===== config.mk =====
export PLATFORM = sky130hd
export DESIGN_NAME = ntt_dout_unload_flat
export DESIGN_NICKNAME = d
export VERILOG_FILES = /design/src/rtl/ntt_dout_unload_pkg.sv /design/src/rtl/ntt_dout_unload_if.sv /design/src/rtl/ntt_dout_unload_reduce.sv /design/src/rtl/ntt_dout_unload.sv /design/src/flat_wrapper.sv
export SDC_FILE = /design/constraint.sdc
export NUM_CORES = 1
export LEC_CHECK = 0
export BUFFER_PORTS_ARGS = -buffer_cell sky130_fd_sc_hd__buf_2
export CAP_MARGIN = 20
export CORE_UTILIZATION = 54
export DETAILED_ROUTE_END_ITERATION = 10
export GPL_TIMING_DRIVEN = 0
export PLACE_DENSITY = 0.8
export SLEW_MARGIN = 20
export SYNTH_ARGS = -nofsm -noshare
export SYNTH_HDL_FRONTEND = slang
export SYNTH_SLANG_ARGS = --single-unit

===== constraint.sdc =====
create_clock -name clk_i -period 13.55 [get_ports clk_i]
set_input_delay 1.355 -clock clk_i [delete_from_list [all_inputs] [get_ports clk_i]]
set_output_delay 1.355 -clock clk_i [all_outputs]
set_load 0.02 [all_outputs]

===== src/rtl/ntt_dout_unload_pkg.sv =====
// Shared constants and FSM state type for the NTT output unload path.
package ntt_pkg;

  localparam int unsigned Q          = 3329;
  localparam int unsigned DATA_WIDTH = 13;
  localparam int unsigned OUT_WIDTH  = 12;
  localparam int unsigned LANES      = 16;
  localparam int unsigned BEATS      = 16;
  localparam int unsigned ADDR_WIDTH = 4;

  typedef enum logic [1:0] {
    IDLE,
    READ,
    DRAIN,
    DONE
  } state_t;

endpackage


===== src/rtl/ntt_dout_unload_if.sv =====
// Coefficient-memory read port and packed output stream of the unload block.
interface ntt_dout_unload_if #(
  parameter int unsigned DATA_WIDTH = ntt_pkg::DATA_WIDTH,
  parameter int unsigned OUT_WIDTH  = ntt_pkg::OUT_WIDTH,
  parameter int unsigned LANES      = ntt_pkg::LANES
);
  logic                          rd_en_o;
  logic [ntt_pkg::ADDR_WIDTH-1:0] rd_addr_o;
  logic [LANES*DATA_WIDTH-1:0]   rd_data_i;
  logic [LANES*OUT_WIDTH-1:0]    dout;
  logic                          valid_output;
  logic                          ready_i;

  modport master (
    output rd_en_o, rd_addr_o, dout, valid_output,
    input  rd_data_i, ready_i
  );

  modport slave (
    input  rd_en_o, rd_addr_o, dout, valid_output,
    output rd_data_i, ready_i
  );
endinterface


===== src/rtl/ntt_dout_unload_reduce.sv =====
// Single-lane conditional subtract of Q; NTT_UNLOAD_REDUCE_EN compiles the
// reduction in, otherwise the lane passes its low OUT_WIDTH bits through.
module coeff_reduce_q #(
  parameter int unsigned DATA_WIDTH = ntt_pkg::DATA_WIDTH,
  parameter int unsigned OUT_WIDTH  = ntt_pkg::OUT_WIDTH
) (
  input  logic [DATA_WIDTH-1:0] din,
  output logic [OUT_WIDTH-1:0]  dout
);
  import ntt_pkg::*;

  logic [DATA_WIDTH-1:0] red;
  logic                  unused_msb;

`ifdef NTT_UNLOAD_REDUCE_EN
  assign red = (din >= DATA_WIDTH'(Q)) ? din - DATA_WIDTH'(Q) : din;
`else
  assign red = din;
`endif

  assign dout       = red[OUT_WIDTH-1:0];
  assign unused_msb = ^red[DATA_WIDTH-1:OUT_WIDTH];
endmodule


===== src/rtl/ntt_dout_unload.sv =====
// Streams one polynomial out of coefficient memory through a 2-entry skid
// buffer, reducing each lane mod Q when NTT_UNLOAD_REDUCE_EN is defined.
module ntt_dout_unload #(
  parameter int unsigned DATA_WIDTH = ntt_pkg::DATA_WIDTH,
  parameter int unsigned OUT_WIDTH  = ntt_pkg::OUT_WIDTH,
  parameter int unsigned LANES      = ntt_pkg::LANES,
  parameter int unsigned BEATS      = ntt_pkg::BEATS
) (
  input  logic clk_i,
  input  logic rst_i,
  input  logic start_unload,
  output logic busy_o,
  output logic done_o,
  ntt_dout_unload_if.master bus
);
  import ntt_pkg::*;

  state_t                     state_q, state_d;
  logic [ADDR_WIDTH-1:0]      addr_q;
  logic [ADDR_WIDTH-1:0]      beat_q;
  logic                       inflight_q;
  logic [1:0]                 occ_q;
  logic                       wr_ptr_q, rd_ptr_q;
  logic [LANES*OUT_WIDTH-1:0] buf_q [2];
  logic [LANES*OUT_WIDTH-1:0] reduced;
  logic                       pop, rd_en, last_addr, last_beat;

  for (genvar k = 0; k < LANES; k++) begin : g_lane
    coeff_reduce_q #(
      .DATA_WIDTH(DATA_WIDTH),
      .OUT_WIDTH (OUT_WIDTH)
    ) u_reduce (
      .din (bus.rd_data_i[k*DATA_WIDTH +: DATA_WIDTH]),
      .dout(reduced[k*OUT_WIDTH +: OUT_WIDTH])
    );
  end

  assign pop       = (occ_q != '0) && bus.ready_i;
  assign last_addr = (addr_q == ADDR_WIDTH'(BEATS - 1));
  assign last_beat = (beat_q == ADDR_WIDTH'(BEATS - 1));

  always_ff @(posedge clk_i or posedge rst_i) begin
    if (rst_i) state_q <= IDLE;
    else       state_q <= state_d;
  end

  // Occupancy plus in-flight read, minus this cycle's pop, stays <= 2 after
  // every edge, so a read is only issued when its data has a slot waiting.
  always_comb begin
    state_d = state_q;
    rd_en   = 1'b0;
    busy_o  = 1'b0;
    done_o  = 1'b0;
    case (state_q)
      IDLE: if (start_unload) state_d = READ;
      READ: begin
        busy_o = 1'b1;
        if (({1'b0, occ_q} + {2'b0, inflight_q} - {2'b0, pop}) < 3'd2) rd_en = 1'b1;
        if (rd_en && last_addr) state_d = DRAIN;
      end
      DRAIN: begin
        busy_o = 1'b1;
        if (pop && last_beat) state_d = DONE;
      end
      DONE: begin
        done_o  = 1'b1;
        state_d = IDLE;
      end
      default: state_d = IDLE;
    endcase
  end

  always_ff @(posedge clk_i or posedge rst_i) begin
    if (rst_i) begin
      addr_q     <= '0;
      beat_q     <= '0;
      inflight_q <= 1'b0;
      occ_q      <= '0;
      wr_ptr_q   <= 1'b0;
      rd_ptr_q   <= 1'b0;
      for (int unsigned i = 0; i < 2; i++) buf_q[i] <= '0;
    end else begin
      inflight_q <= rd_en;
      if (state_q == IDLE && start_unload) begin
        addr_q <= '0;
        beat_q <= '0;
      end else begin
        if (rd_en && !last_addr) addr_q <= addr_q + 1'b1;
        if (pop) beat_q <= beat_q + 1'b1;
      end
      if (inflight_q) begin
        buf_q[wr_ptr_q] <= reduced;
        wr_ptr_q        <= ~wr_ptr_q;
      end
      if (pop) rd_ptr_q <= ~rd_ptr_q;
      occ_q <= occ_q + {1'b0, inflight_q} - {1'b0, pop};
    end
  end

  assign bus.rd_en_o      = rd_en;
  assign bus.rd_addr_o    = addr_q;
  assign bus.dout         = buf_q[rd_ptr_q];
  assign bus.valid_output = (occ_q != '0);
endmodule


===== src/flat_wrapper.sv =====
// flat-port wrapper written by rule: the top's interface ports become plain ports
module ntt_dout_unload_flat import ntt_pkg::*;
#(
  parameter int unsigned DATA_WIDTH = ntt_pkg::DATA_WIDTH,
  parameter int unsigned OUT_WIDTH  = ntt_pkg::OUT_WIDTH,
  parameter int unsigned LANES      = ntt_pkg::LANES,
  parameter int unsigned BEATS      = ntt_pkg::BEATS
)
  (clk_i, rst_i, start_unload, busy_o, done_o, bus_rd_en_o, bus_rd_addr_o, bus_dout, bus_valid_output, bus_rd_data_i, bus_ready_i);
  ntt_dout_unload_if #(.DATA_WIDTH(DATA_WIDTH), .OUT_WIDTH(OUT_WIDTH), .LANES(LANES)) bus_i ();
  input  logic clk_i;
  input  logic rst_i;
  input  logic start_unload;
  output logic busy_o;
  output logic done_o;
  output wire logic [$bits(bus_i.rd_en_o)-1:0] bus_rd_en_o;
  output wire logic [$bits(bus_i.rd_addr_o)-1:0] bus_rd_addr_o;
  output wire logic [$bits(bus_i.dout)-1:0] bus_dout;
  output wire logic [$bits(bus_i.valid_output)-1:0] bus_valid_output;
  input wire logic [$bits(bus_i.rd_data_i)-1:0] bus_rd_data_i;
  input wire logic [$bits(bus_i.ready_i)-1:0] bus_ready_i;
  assign bus_rd_en_o = bus_i.rd_en_o;
  assign bus_rd_addr_o = bus_i.rd_addr_o;
  assign bus_dout = bus_i.dout;
  assign bus_valid_output = bus_i.valid_output;
  assign bus_i.rd_data_i = bus_rd_data_i;
  assign bus_i.ready_i = bus_ready_i;
  ntt_dout_unload #(.DATA_WIDTH(DATA_WIDTH), .OUT_WIDTH(OUT_WIDTH), .LANES(LANES), .BEATS(BEATS)) u_core (.clk_i(clk_i), .rst_i(rst_i), .start_unload(start_unload), .busy_o(busy_o), .done_o(done_o), .bus(bus_i));
endmodule

Yosys cells after proc, flatten, opt, wreduce, memory -nomap -nowiden
Cells that the tools add are included.
{ "totals": {"register_bits": 399, "in_bits": 212, "out_inout_bits": 200, "wordCells": 63} }
{ "op_classes": {"addsub": 6, "order_cmp": 4, "n_eq_ne": 8, "n_mux": 19, "bitwise_logic": 4, "reduce_logical": 13} }
{ "op_table": {"columns": ["cell", "n"], "rows": [
  ["$mux 192", 4],
  ["$bwmux 384", 1],
  ["$demux 192 s1", 1],
  ["$mux 4", 4],
  ["$add 4x1->4 const B", 2],
  ["$eq 4x4->1 const B", 2],
  ["$pmux 2 s4", 1],
  ["$logic_and 1x1->1", 6],
  ["$mux 2", 3],
  ["$reduce_bool 2->1", 3],
  ["$mux 1", 5],
  ["$eq 2x2->1 const B", 2],
  ["$ge 2x2->1 const B", 2],
  ["$ne 2x1->1 const B", 2],
  ["$not 1->2", 2],
  ["$add 2x1->3", 1],
  ["$lt 3x2->1 const B", 1],
  ["$reduce_and 3->1", 1],
  ["$sub 3x1->3", 1],
  ["$add 2x1->2", 1],
  ["$eq 2x1->1 const B", 1],
  ["$logic_not 2->1", 1],
  ["$lt 2x1->1 const B", 1],
  ["$ne 2x2->1 const B", 1],
  ["other kinds (4)", 5]
]} }

Depth between registers and ports, before layout
Gate-level depths: netlist of the first run.
{ "logic_depth": {"depth_word": 10, "mapped_depth": 10, "ltp_nobuf": 10} }

Cells and area by module
Synthesis of the first run repeated with hierarchy kept, for this count alone.
{ "unflattened": {"cells_unflattened": 1292, "hier_area_um2": 18652.9} }
{ "by_module_without_submodules": {"columns": ["module", "n_inst", "cells_per_inst", "area_per_inst_um2", "seq_area_each_um2"], "rows": [
  ["ntt_dout_unload", 1, 1100, 17211.5, 9984.6],
  ["coeff_reduce_q", 16, 12, 90.1, 0.0]
]} }

Worst setup path before layout of the first run
OpenSTA, ideal clock, no wires.
{ "synth_timing": {"path_kind": "input -> output", "startpoint": "input bus_ready_i", "endpoint": "output bus_rd_en_o", "arrival_ns": 3.426, "required_ns": 12.195, "slack_ns": 8.769, "cell_stages": 8, "n_path_buf": 0, "cell_sequence": "o21ai_0 -> inv_1 -> ha_1 -> inv_1 -> ha_1 -> fa_1 -> xnor2_1 -> nor3b_1"} }
{ "synth_via": {"elab_chain_len": 6} }
{ "synth_lines": {"columns": ["item", "line_no", "source"], "rows": [
  ["start: declaration", "flat_wrapper.sv:21", "input wire logic [$bits(bus_i.ready_i)-1:0] bus_ready_i;"],
  ["$logic_and 1x1->1", "ntt_dout_unload.sv:38", "assign pop = (occ_q != '0) && bus.ready_i;"],
  ["net u_core.pop", "ntt_dout_unload.sv:26", "logic pop, rd_en, last_addr, last_beat;"],
  ["$sub 3x1->3", "ntt_dout_unload.sv:58", "if (({1'b0, occ_q} + {2'b0, inflight_q} - {2'b0, pop}) < 3'd2) rd_en = 1'b1;"],
  ["$lt 3x2->1", "ntt_dout_unload.sv:58", null],
  ["$mux 1", "ntt_dout_unload.sv:58", null],
  ["$mux 1 (2 in a row)", "ntt_dout_unload.sv:54", "case (state_q)"],
  ["end: declaration", "flat_wrapper.sv:16", "output wire logic [$bits(bus_i.rd_en_o)-1:0] bus_rd_en_o;"]
]} }
The timed path passes the listed nets, and every way through them passes these cells. The select of a mux whose other input is x is not followed.

Worst setup path in the final report of the first run
Ends and elaborated chain as after synthesis.

==> results of run 1 <==
-- flip-flops by register name (all words and copies together), names as in the netlist --
signal,flops
u_core.buf_q,384
u_core.beat_q,4
u_core.bus.rd_addr_o,4
u_core.occ_q,2
u_core.state_q,2
u_core.inflight_q,1
u_core.rd_ptr_q,1
u_core.wr_ptr_q,1
-- layout make-up --
type / instances / share of cell area (%)
diodes: 11 / 0.129
plain buffers: 64 / 1.47
clock buffers: 67 / 6.20
clock inverters: 8 / 0.447
inverters: 8 / 0.177
multi-input cells: 627 / 32.4
flip-flops and latches: 399 / 47.0
well taps: 402 / 2.37
repair buffers: 399 / 9.82
-- metal layers --
metal,vias up,routed length (um),track usage [%]
li1,4826,-,-
met1,5401,15800,29.1
met2,329,20000,42.7
met3,65,3240,8.77
met4,16,870,7.49
met5,-,117,0
-- kinds of logic (layout without fill, tap and decap cells) --
family / count (synthesis) / count (layout) / synth area share (%)
compound gates: 9 / 9 / 0.320
xor+xnor: 7 / 7 / 0.356
fa+ha+maj: 10 / 10 / 0.770
buf+inv: 72 / 546 / 1.98
flops: 399 / 399 / 58.0
mux: 578 / 578 / 37.8
other cells: 0 / 11 / 0
simple gates: 23 / 23 / 0.792
-- where the power goes --
group,switching (W),leakage [nW],internal (W)
combinational,0.00150,4.39,0.00141
clock,0.000453,0.691,0.000703
sequential,0.000291,4.66,0.00181
total,0.00225,9.74,0.00393
-- synth_stat cells (all sizes together) --
master   instances
nand2b           2
and2             1
a32oi            1
nand3            4
or3              1
mux2           577
nor2b            1
a21oi            3
mux2i            1
ha               9
o21ai            3
nor2             6
or2              1
fa               1
dfrtp          399
nor3b            1
a311oi           1
xor2             4
o31ai            1
nand2            4
clkbuf           6
nand4            1
xnor2            3
inv              8
nand4bb          1
buf             58
-- critical path, stage by stage --
cell and delay, ns:
buf_2 0.09, o21ai_0 0.23, inv_1 0.24, ha_1 0.35, inv_1 0.04, ha_1 0.20
fa_1 0.41, xnor2_1 0.19, nor3b_1 0.50, buf_2 0.27
-- stage by stage --
stage                     util [%]  std cells  setup TNS, ns  total power (W)
final                         67.5       1985              0          0.00617
after global routing          67.5       1983              0          0.00650
after CTS                     67.5       1974              0          0.00623
after detailed placement      63.0       1899              0          0.00504
after global placement        62.6       1895       -1070.58          0.00494
after floorplan                  -       1098              0          0.00417
-- worst max-delay path by stage --
stage / from / to / slack, ns / cells past startpoint
after floorplan: rst_i / u_core.beat_q[0]$_DFFE_PP0P_ / 1.10 / 1
after global placement: rst_i / u_core.bus.rd_addr_o[1]$_DFFE_PP0P_ / -2.72 / 2
after detailed placement: bus_ready_i / bus_rd_en_o / 8.38 / 10
after CTS: bus_ready_i / bus_rd_en_o / 8.29 / 10
after global routing: bus_ready_i / bus_rd_en_o / 8.16 / 10
final: bus_ready_i / bus_rd_en_o / 8.33 / 10
==> results.tsv, run 1 <==
stage	metric	value	unit
floorplan	Placeable Area	0.0315	sq mm
status	outcome	finished clean	
detailed_routing	vias per cell	5.36	
floorplan	die area	0.0326	sq mm
cts	Hold Buf Count CTS	0	
yosys	synth warn	0	
detailed_routing	First-pass DRT Iterations	4	
critical_path	CP max FO	5	
critical_path	Critical Path RT	12.19	ns
cts	CTS Buf Count	42	
sta	Tmin final	5.22	ns
global_routing	GRT Util Overall	24.8	%
detailed_routing	DRC Markers	0	
yosys	Yosys top cell by area	dfrtp_1	
yosys	Seq/Total Area, Yosys	58.0	%
yosys	syn avg cell area	15.7	sq um
yosys	Syn Std Cell Area	0.0172	sq mm
critical_path	CP Data Arrival Time	3.86	ns
critical_path	R2R setup slack	10.11	ns
sta	Hold Vio Cnt, Final	0	
sta	Max Fclk	192	MHz
placement	port bufs	395	
floorplan	Rows	65	
floorplan	initial core utilization	54.7	%
final_layout	Layout Nets	1763	
cts	Post-CTS Setup Bufs	0	
final_layout	most common cell after layout, fill and taps aside	mux2_2	
worst_hold_path	hold path start	u_core.wr_ptr_q$_DFFE_PP0P_	
final_layout	storage element area	0.00998	sq mm
final_layout	multi-input logic area	0.00689	sq mm
sta	Final Cycle Share	38.5	%
sta	clock skew	0.0183	ns
worst_hold_path	worst hold endpoint	u_core.wr_ptr_q$_DFFE_PP0P_	
sta	max_slew headroom	40.2	%
global_routing	global route overflow	0	
final_layout	most frequent cells in the layout	577 x mux2_2, 451 x buf_2, 399 x dfrtp_1	
yosys	ranking of synthesized cells by area	dfrtp_1 58%, mux2_2 38%, buf_2 1.6%	
final_layout	design area	0.0213	sq mm
cts	Clock Sinks	399	
placement	GPL Wtd Cong	0.765	
worst_hold_path	worst hold stages	1	
critical_path	Critical Path Start Type	input pin	
job	max_cap viols	0	
critical_path	Worst R2R Start	u_core.occ_q[1]$_DFF_PP0_	
placement	DP HPWL	28.8	mm
sta	RSZ-0062 raised after global routing	false	
cts	Clk Latency, worst-skew pair	0.53	ns
critical_path	crit end category	output pin	
sta	worst-margin pin slew	0.897	ns
detailed_routing	wire per inst	20.2	um
critical_path	CP Class	input pin to output pin	
sta	final setup margin	8.33	ns
floorplan	I/O pin total	412	
yosys	flops & latches, synth	399	
detailed_routing	DRT iter0 DRCs	384	
cts	clock buffer depth	3	
final_layout	share of cells above drive strength 1	70.0	%
global_routing	vias in the first global route	11600	
yosys	Netlist cell types	28	
power	Leak	9.74	nW
yosys	Syn Nets	1320	
sta	fin. max-slew vios	0	
cts	CTS clk-pin slew, worst paths	0.06	ns
placement	post-place setup slack	8.38	ns
critical_path	Critical R2R Capture	u_core.bus.rd_addr_o[2]$_DFFE_PP0P_	
global_routing	largest net degree at the start of global routing	113	
final_layout	area grow syn2layout	23.5	%
sta	Hold Worst Slack	0.483	ns
power	Power Dens Cells	290	mW/mm^2
detailed_routing	vias post-DR	10600	
detailed_routing	drt total wl	40.1	mm
cts	H-Tree Depth	2	
sta	Final setup viols	0	
cts	Clock Tree Root	clkbuf_16	
yosys	post-synth top area share	58.0	%
floorplan	die width	181	um
floorplan	die height	181	um
worst_hold_path	HP Class	register to register	
global_routing	first-pass GRT wire length	63.3	mm
final_layout	Filler cells	2258	
cts	CTS tree	yes	
placement	DP Area	0.0198	sq mm
critical_path	worst r2r path cells	10	
power	Peak VDD IR	0.185	mV
cts	CTS resizes	0	
detailed_routing	Detail Route Antenna Nets	0	
yosys	Gate Count Post-Synth	1098	
global_routing	initial antenna violation count	22	
(Power assumes the default switching activity.)
==> run 2: changes to the inputs <==
clock period = 5.35 ns   (was 13.55 ns; I/O delays follow)
==> run 2 against run 1 <==
Net effect:
- flip-flop and latch count stayed put
- global-route usage is 0.47 points higher
- worst setup slack worse by 7.2 ns
- count of clock-buffer cells in the layout is 13 lower
- register-to-register slack worse by 8.1 ns
- total power grew to 2.6 times the previous value
- critical path depth is 1 lower
- clock skew is 0.0018 ns higher
- critical path type is now register to output pin
- critical endpoint unchanged
- largest cell class unchanged
- largest power group unchanged
==> results.tsv, run 2 (same netlist as run 1, synthesis figures left out) <==
stage	metric	value	unit	change
final_layout	Layout Nets	1772		was 1763
sta	Hold Vio Cnt, Final	0		unchanged
critical_path	CP Class	register to output pin		was input pin to output pin
sta	Final setup viols	0		unchanged
placement	placed cell count	1908		was 1899
power	Peak VDD IR	0.400	mV	was 0.185 mV
sta	Max Fclk	237	MHz	
detailed_routing	vias post-DR	10700		was 10600
placement	DP HPWL	30.0	mm	was 28.8 mm
critical_path	Crit path largest cell delay	0.53	ns	was 0.50 ns
critical_path	CP delay by family, top	adder cells		unchanged
final_layout	share of cells above drive strength 1	70.9	%	was 70.0%
sta	fin. max-slew vios	0		unchanged
detailed_routing	vias per cell	5.38		was 5.36
floorplan	die height	181	um	unchanged
sta	RSZ-0062 raised after global routing	false		unchanged
cts	clock buffer depth	3		unchanged
critical_path	CP Data Arrival Time	3.69	ns	was 3.86 ns
status	outcome	finished clean		unchanged
sta	Tmin final	4.23	ns	
sta	clock skew	0.0202	ns	was 0.0183 ns
placement	GPL Wtd Cong	0.792		was 0.765
detailed_routing	First-pass DRT Iterations	4		unchanged
critical_path	Critical Path RT	4.82	ns	was 12.19 ns
floorplan	Rows	65		unchanged
final_layout	Filler cells	2209		was 2258
power	Power Dens Cells	735	mW/mm^2	was 290 mW/mm^2
cts	Hold Buf Count CTS	0		unchanged
detailed_routing	DRT iter0 DRCs	313		was 384
floorplan	Placeable Area	0.0315	sq mm	unchanged
global_routing	initial antenna violation count	10		was 22
sta	Final Cycle Share	79.0	%	
cts	H-Tree Depth	2		unchanged
final_layout	number of flip-flops in the largest register	384		unchanged
detailed_routing	drt total wl	40.4	mm	was 40.1 mm
floorplan	die width	181	um	unchanged
final_layout	Post-Layout Cell Count	1992		was 1985
final_layout	Largest Register	u_core.buf_q		unchanged
cts	CTS clk-pin slew, worst paths	0.06	ns	about the same
final_layout	most frequent cells in the layout	577 x mux2_2, 451 x buf_2, 399 x dfrtp_1		unchanged
critical_path	Worst Path Buf+Inv	3		was 4
global_routing	GRT Util Overall	25.3	%	was 24.8%
detailed_routing	Detail Route Antenna Nets	0		unchanged
sta	max_slew headroom	45.4	%	was 40.2%
cts	CTS tree	yes		unchanged
final_layout	final core utilization	68.2	%	was 67.5%
cts	CTS Buf Count	42		unchanged
cts	Post-CTS Setup Bufs	0		unchanged
detailed_routing	DRC Markers	0		unchanged
cts	Clk Latency, worst-skew pair	0.53	ns	about the same
sta	worst-margin pin slew	0.820	ns	was 0.897 ns
critical_path	crit end category	output pin		unchanged
final_layout	area grow syn2layout	24.7	%	was 23.5%
cts	Clock Sinks	399		unchanged
placement	port bufs	395		unchanged
critical_path	Worst path slowest cell	o21ai_0		was nor3b_1
global_routing	vias in the first global route	11800		was 11600
detailed_routing	wire per inst	20.3	um	was 20.2 um
job	max_cap viols	0		unchanged
floorplan	I/O pin total	412		unchanged
global_routing	largest net degree at the start of global routing	36		was 113
final_layout	most common cell after layout, fill and taps aside	mux2_2		unchanged
cts	CTS resizes	0		unchanged
floorplan	die area	0.0326	sq mm	unchanged
cts	Clock Tree Root	clkbuf_16		unchanged
power	Leak	9.86	nW	was 9.74 nW
global_routing	first-pass GRT wire length	64.9	mm	was 63.3 mm
critical_path	CP Cell Sequence	o21ai_0 > inv_1 > ha_1 > inv_1 > ha_1 > fa_1 > xnor2_1 > nor3b_1 > buf_2		was buf_2 > o21ai_0 > inv_1 > ha_1 > inv_1 > ha_1 > fa_1 > xnor2_1 > nor3b_1 > buf_2
global_routing	global route overflow	0		unchanged
floorplan	initial core utilization	54.7	%	unchanged
worst_hold_path	HP Class	input pin to async pin		was register to register
critical_path	CP max FO	5		unchanged
critical_path	Critical Path Start Type	register		was input pin
-- run 2: cell types whose count changed in the layout (fill, tap and decap cells not counted), sizes merged --
cell,change
buf,+9
clkinvlp,+3
clkinv,+9
bufinv,+3
clkbuf,-13
diode,-4
-- run 2: cell type report --
class | instances | area, sq um | area share, %
diodes | 7 | 17.5 | 0.0816
plain buffers | 64 | 312 | 1.45
clock buffers | 54 | 1230 | 5.72
clock inverters | 23 | 254 | 1.18
inverters | 8 | 33.8 | 0.157
multi-input cells | 627 | 6890 | 32.1
flip-flops and latches | 399 | 9980 | 46.5
well taps | 402 | 503 | 2.34
repair buffers | 408 | 2250 | 10.5
-- run 2: routing by layer --
layer / routed length (um) / vias to the layer above / track usage (%) / share of wire (%)
met4: 1010 / 8 / 7.66 / 2.5
met5: 55 / - / 0 / 0.14
li1: - / 4852 / - / -
met3: 3080 / 72 / 7.52 / 7.6
met2: 20200 / 328 / 43.7 / 50
met1: 16100 / 5463 / 30.4 / 40
-- run 2: worst paths after layout --
kind / cells past startpoint / slack, ns / startpoint / end
setup / recovery: 9 / 1.12 / u_core.occ_q[1]$_DFF_PP0_ / bus_rd_en_o
hold / removal: 2 / 0.07 / rst_i / u_core.buf_q[10]$_DFFE_PP0P_
setup reg to reg: 10 / 1.96 / u_core.occ_q[1]$_DFF_PP0_ / u_core.bus.rd_addr_o[2]$_DFFE_PP0P_
hold reg to reg: 1 / 0.48 / u_core.wr_ptr_q$_DFFE_PP0P_ / u_core.wr_ptr_q$_DFFE_PP0P_
max in group asynchronous: 7 / 3.76 / rst_i / u_core.buf_q[334]$_DFFE_PP0P_
min in group clk_i: 2 / 0.25 / bus_rd_data_i[33] / u_core.buf_q[223]$_DFFE_PP0P_
-- run 2: worst register-to-register path: cells and delay by family (launching register included) --
kind / cells / cell delay [ns]
xor+xnor: 1 / 0.18
simple gates: 1 / 0.49
fa+ha+maj: 3 / 0.98
flops: 1 / 0.42
compound gates: 3 / 0.93
buf+inv: 2 / 0.30
-- run 2: per-stage QoR --
| stage | hold slack [ns] | area [sq um] | setup TNS [ns] | total power (W) | setup slack (ns) |
|---|---|---|---|---|---|
| 2_1_floorplan | 0.452 | 17200 | -222.15 | 0.0106 | -0.557 |
| 3_3_place_gp | 0.471 | 19700 | -1006.45 | 0.0125 | -2.57 |
| 3_5_place_dp | 0.472 | 20000 | 0 | 0.0128 | 1.71 |
| 4_1_cts | 0.0612 | 21500 | 0 | 0.0159 | 1.13 |
| 5_1_grt | 0.0960 | 21500 | 0 | 0.0166 | 0.875 |
| 6_report | 0.0672 | 21500 | 0 | 0.0158 | 1.12 |
-- run 2: power by group --
group / switching (W) / leakage (nW) / internal, W
Sequential: 0.000737 / 4.66 / 0.00459
Combinational: 0.00381 / 4.46 / 0.00359
Clock: 0.00119 / 0.736 / 0.00186
Total: 0.00574 / 9.86 / 0.0100
==> run 3: changes to the inputs <==
ABC_AREA = 1   (was default)
CORE_UTILIZATION = 49   (was 54)
PLACE_DENSITY = 0.76   (was 0.8)
clock period = 3.4 ns   (was 5.35 ns; I/O delays follow)
==> run 3 against run 2 <==
Net effect:
- die area increased by 16%
- flip-flop and latch count unchanged
- count of clock-buffer cells in the layout increased by 14
- largest cell class unchanged
- sequential power increased by 60%
- clock power increased by 50%
- design area increased by 4.5%
- utilization decreased by 6.8 points
- total power increased by 64%
- worst hold slack got worse by 0.034 ns
==> results.tsv, run 3 <==
stage	metric	value	unit	change
status	outcome	finished clean		unchanged
power	Peak VDD IR	0.615	mV	was 0.400 mV
placement	DP Area	0.0210	sq mm	was 0.0200 sq mm
critical_path	CP Class	register to output pin		unchanged
final_layout	Largest Register	u_core.buf_q		unchanged
cts	Clk Latency, worst-skew pair	0.55	ns	was 0.53 ns
cts	H-Tree Depth	2		unchanged
yosys	EDFF count, synth	0		unchanged
yosys	top-count cell post-synth	nand2_1		was mux2_2
sta	max_slew headroom	55.8	%	was 45.4%
yosys	Seq/Total Area, Yosys	55.1	%	was 58.0%
yosys	Syn Nets	2378		was 1320
critical_path	worst r2r path cells	13		was 10
yosys	syn avg cell area	8.41	sq um	was 15.7 sq um
final_layout	number of flip-flops in the largest register	384		unchanged
final_layout	area grow syn2layout	23.9	%	was 24.7%
yosys	ranking of synthesized cells by area	dfrtp_1 55%, nand2_1 20%, o21ai_2 7.7%		was dfrtp_1 58%, mux2_2 38%, buf_2 1.6%
critical_path	Worst R2R Start	u_core.occ_q[1]$_DFF_PP0_		unchanged
cts	CTS tree	yes		unchanged
final_layout	most frequent cells in the layout	986 x nand2_1, 409 x buf_2, 399 x dfrtp_1		was 577 x mux2_2, 451 x buf_2, 399 x dfrtp_1
global_routing	global route overflow	0		unchanged
detailed_routing	DRT iter0 DRCs	1000		was 313
sta	Hold Vio Cnt, Final	0		unchanged
worst_hold_path	hold path start	bus_rd_data_i[114]		
sta	Final Cycle Share	93.1	%	
floorplan	die height	194	um	was 181 um
detailed_routing	drt total wl	51.7	mm	was 40.4 mm
detailed_routing	First-pass DRT Iterations	5		was 4
critical_path	R2R setup slack	0.85	ns	was 1.96 ns
job	max_cap viols	0		unchanged
yosys	synth warn	0		unchanged
yosys	Synth top cells by count	986 x nand2_1, 399 x dfrtp_1, 211 x inv_1, 197 x o21ai_0, 160 x o21ai_2		was 577 x mux2_2, 399 x dfrtp_1, 56 x buf_2, 9 x ha_1, 8 x inv_1
global_routing	first-pass GRT wire length	83.1	mm	was 64.9 mm
sta	worst-margin pin slew	0.663	ns	was 0.820 ns
yosys	Most used DFF post-synth	dfrtp_1		unchanged
yosys	flops & latches, synth	399		unchanged
sta	Final setup viols	0		unchanged
floorplan	I/O pin total	412		unchanged
detailed_routing	DRC Markers	0		unchanged
sta	Hold Worst Slack	0.0334	ns	was 0.0672 ns
cts	CTS Buf Count	43		was 42
yosys	Gate Count Post-Synth	2156		was 1098
sta	fin. max-slew vios	0		unchanged
detailed_routing	Detail Route Antenna Nets	0		unchanged
yosys	Syn Std Cell Area	0.0181	sq mm	was 0.0172 sq mm
yosys	Yosys top cell by area	dfrtp_1		unchanged
critical_path	CP Data Arrival Time	2.83	ns	was 3.69 ns
critical_path	Critical Path Start Type	register		unchanged
yosys	Netlist cell types	22		was 28
global_routing	vias in the first global route	15900		was 11800
floorplan	Rows	70		was 65
floorplan	die width	194	um	was 181 um
floorplan	Placeable Area	0.0365	sq mm	was 0.0315 sq mm
critical_path	Critical Path RT	3.06	ns	was 4.82 ns
floorplan	initial core utilization	49.6	%	was 54.7%
yosys	Synth async-reset ratio	100	%	unchanged
critical_path	Critical R2R Capture	u_core.bus.rd_addr_o[0]$_DFFE_PP0P_		was u_core.bus.rd_addr_o[2]$_DFFE_PP0P_
yosys	post-synth top area share	55.1	%	was 58.0%
cts	Clock Tree Root	clkbuf_16		unchanged
final_layout	final core utilization	61.5	%	was 68.2%
placement	GPL Wtd Cong	0.853		was 0.792
power	Leak	12.5	nW	was 9.86 nW
worst_hold_path	HP Class	input pin to register		was input pin to async pin
sta	Max Fclk	316	MHz	
cts	clock buffer depth	3		unchanged
global_routing	initial antenna violation count	16		was 10
final_layout	design area	0.0224	sq mm	was 0.0215 sq mm
floorplan	die area	0.0378	sq mm	was 0.0326 sq mm
detailed_routing	vias post-DR	16000		was 10700
sta	clock skew	0.0124	ns	was 0.0202 ns
sta	Tmin final	3.17	ns	
global_routing	largest net degree at the start of global routing	36		unchanged
critical_path	CP max FO	5		unchanged
worst_hold_path	worst hold stages	3		
worst_hold_path	worst hold endpoint	u_core.buf_q[298]$_DFFE_PP0P_		
critical_path	crit end category	output pin		unchanged
power	Power Dens Cells	1150	mW/mm^2	was 735 mW/mm^2
detailed_routing	vias per cell	5.12		was 5.38
placement	DP HPWL	37.0	mm	was 30.0 mm
sta	Sum Neg Setup Slack	0	ns	unchanged
placement	port bufs	395		unchanged
final_layout	most common cell after layout, fill and taps aside	nand2_1		was mux2_2
sta	RSZ-0062 raised after global routing	false		unchanged
final_layout	share of cells above drive strength 1	26.2	%	was 70.9%
cts	CTS clk-pin slew, worst paths	0.06	ns	about the same
cts	Clock Sinks	399		unchanged
final_layout	Layout Nets	2835		was 1772
global_routing	GRT Util Overall	27.6	%	was 25.3%
detailed_routing	wire per inst	16.6	um	was 20.3 um
run 3: cell types whose count changed after synthesis, sizes merged, moves of 6 or more:
| cell | change |
|---|---|
| inv | +204 |
| o21ai | +384 |
| nand2 | +982 |
| nand3 | +6 |
| mux2 | -577 |
| buf | +8 |
| clkbuf | +57 |
run 3: critical path, cell delays in order (launching register included):
cell and delay, ns:
dfrtp_1 0.43, nor2_4 0.16, nor2_4 0.06, ha_1 0.27, inv_1 0.04, ha_1 0.20
fa_1 0.48, a21oi_1 0.17, nand2_1 0.11, nor2_4 0.16, buf_2 0.19
run 3: metal layers:
| metal | vias to the layer above | global-route usage [%] | share of wire (%) |
|---|---|---|---|
| met2 | 599 | 45.0 | 48 |
| met1 | 7663 | 36.3 | 41 |
| li1 | 7572 | - | - |
| met3 | 134 | 5.45 | 6.9 |
| met5 | - | 0 | 0.17 |
| met4 | 12 | 11.6 | 3.7 |
run 3: worst max path at each step:
| stage | from | to | slack [ns] | cells past startpoint |
|---|---|---|---|---|
| 2_1_floorplan | rst_i | u_core.beat_q[0]$_DFFE_PP0P_ | -2.31 | 1 |
| 3_3_place_gp | rst_i | u_core.buf_q[75]$_DFFE_PP0P_ | -4.43 | 2 |
| 3_5_place_dp | bus_ready_i | bus_rd_en_o | 0.34 | 11 |
| 4_1_cts | u_core.occ_q[1]$_DFF_PP0_ | bus_rd_en_o | 0.03 | 10 |
| 5_1_grt | u_core.occ_q[1]$_DFF_PP0_ | bus_rd_en_o | 0.05 | 10 |
| 6_report | u_core.occ_q[1]$_DFF_PP0_ | bus_rd_en_o | 0.23 | 10 |
run 3: what timing repair did:
action                                  CTS  global route
pin swaps                                 0             1
resized for setup                         3             2
endpoints found under the hold margin    16             0
hold buffers                              1             0
endpoints found under the setup margin    1             1
buffers inserted                          0             2
cloned                                    0             0
run 3: through the flow:
stage / total power, W / setup slack, ns / std cells
after floorplan: 0.0170 / -2.31 / 2156
after global placement: 0.0209 / -4.43 / 3019
after detailed placement: 0.0213 / 0.344 / 3033
after CTS: 0.0260 / 0.0298 / 3109
after global routing: 0.0278 / 0.0539 / 3119
final: 0.0259 / 0.235 / 3121
run 3: area by class of cell:
cell class	instances	area, sq um
antenna	10	25.0
tap	468	586
sequential	399	9980
fill	3190	14100
buffer	129	795
multi-input combinational	1416	6570
timing repair buffer	412	2300
clock inverter	7	82.6
clock buffer	68	1300
inverter	212	800
run 3: cell families (layout without fill, tap and decap cells):
| kind of cell | Yosys count | in the layout | share of synthesized area [%] |
|---|---|---|---|
| XOR/XNOR | 3 | 3 | 0.145 |
| AND/OR/NAND/NOR | 1014 | 1014 | 21.2 |
| flip-flops | 399 | 399 | 55.1 |
| adder cells (fa/ha/maj) | 10 | 10 | 0.732 |
| other | 0 | 10 | 0 |
| buffers and inverters | 341 | 828 | 8.78 |
| AO/OA/AOI/OAI | 389 | 389 | 14.1 |
run 3: power breakdown:
group	leakage, nW	internal [W]	switching, W
clock	0.678	0.00270	0.00188
sequential	4.78	0.00723	0.00130
combinational	7.00	0.00429	0.00852
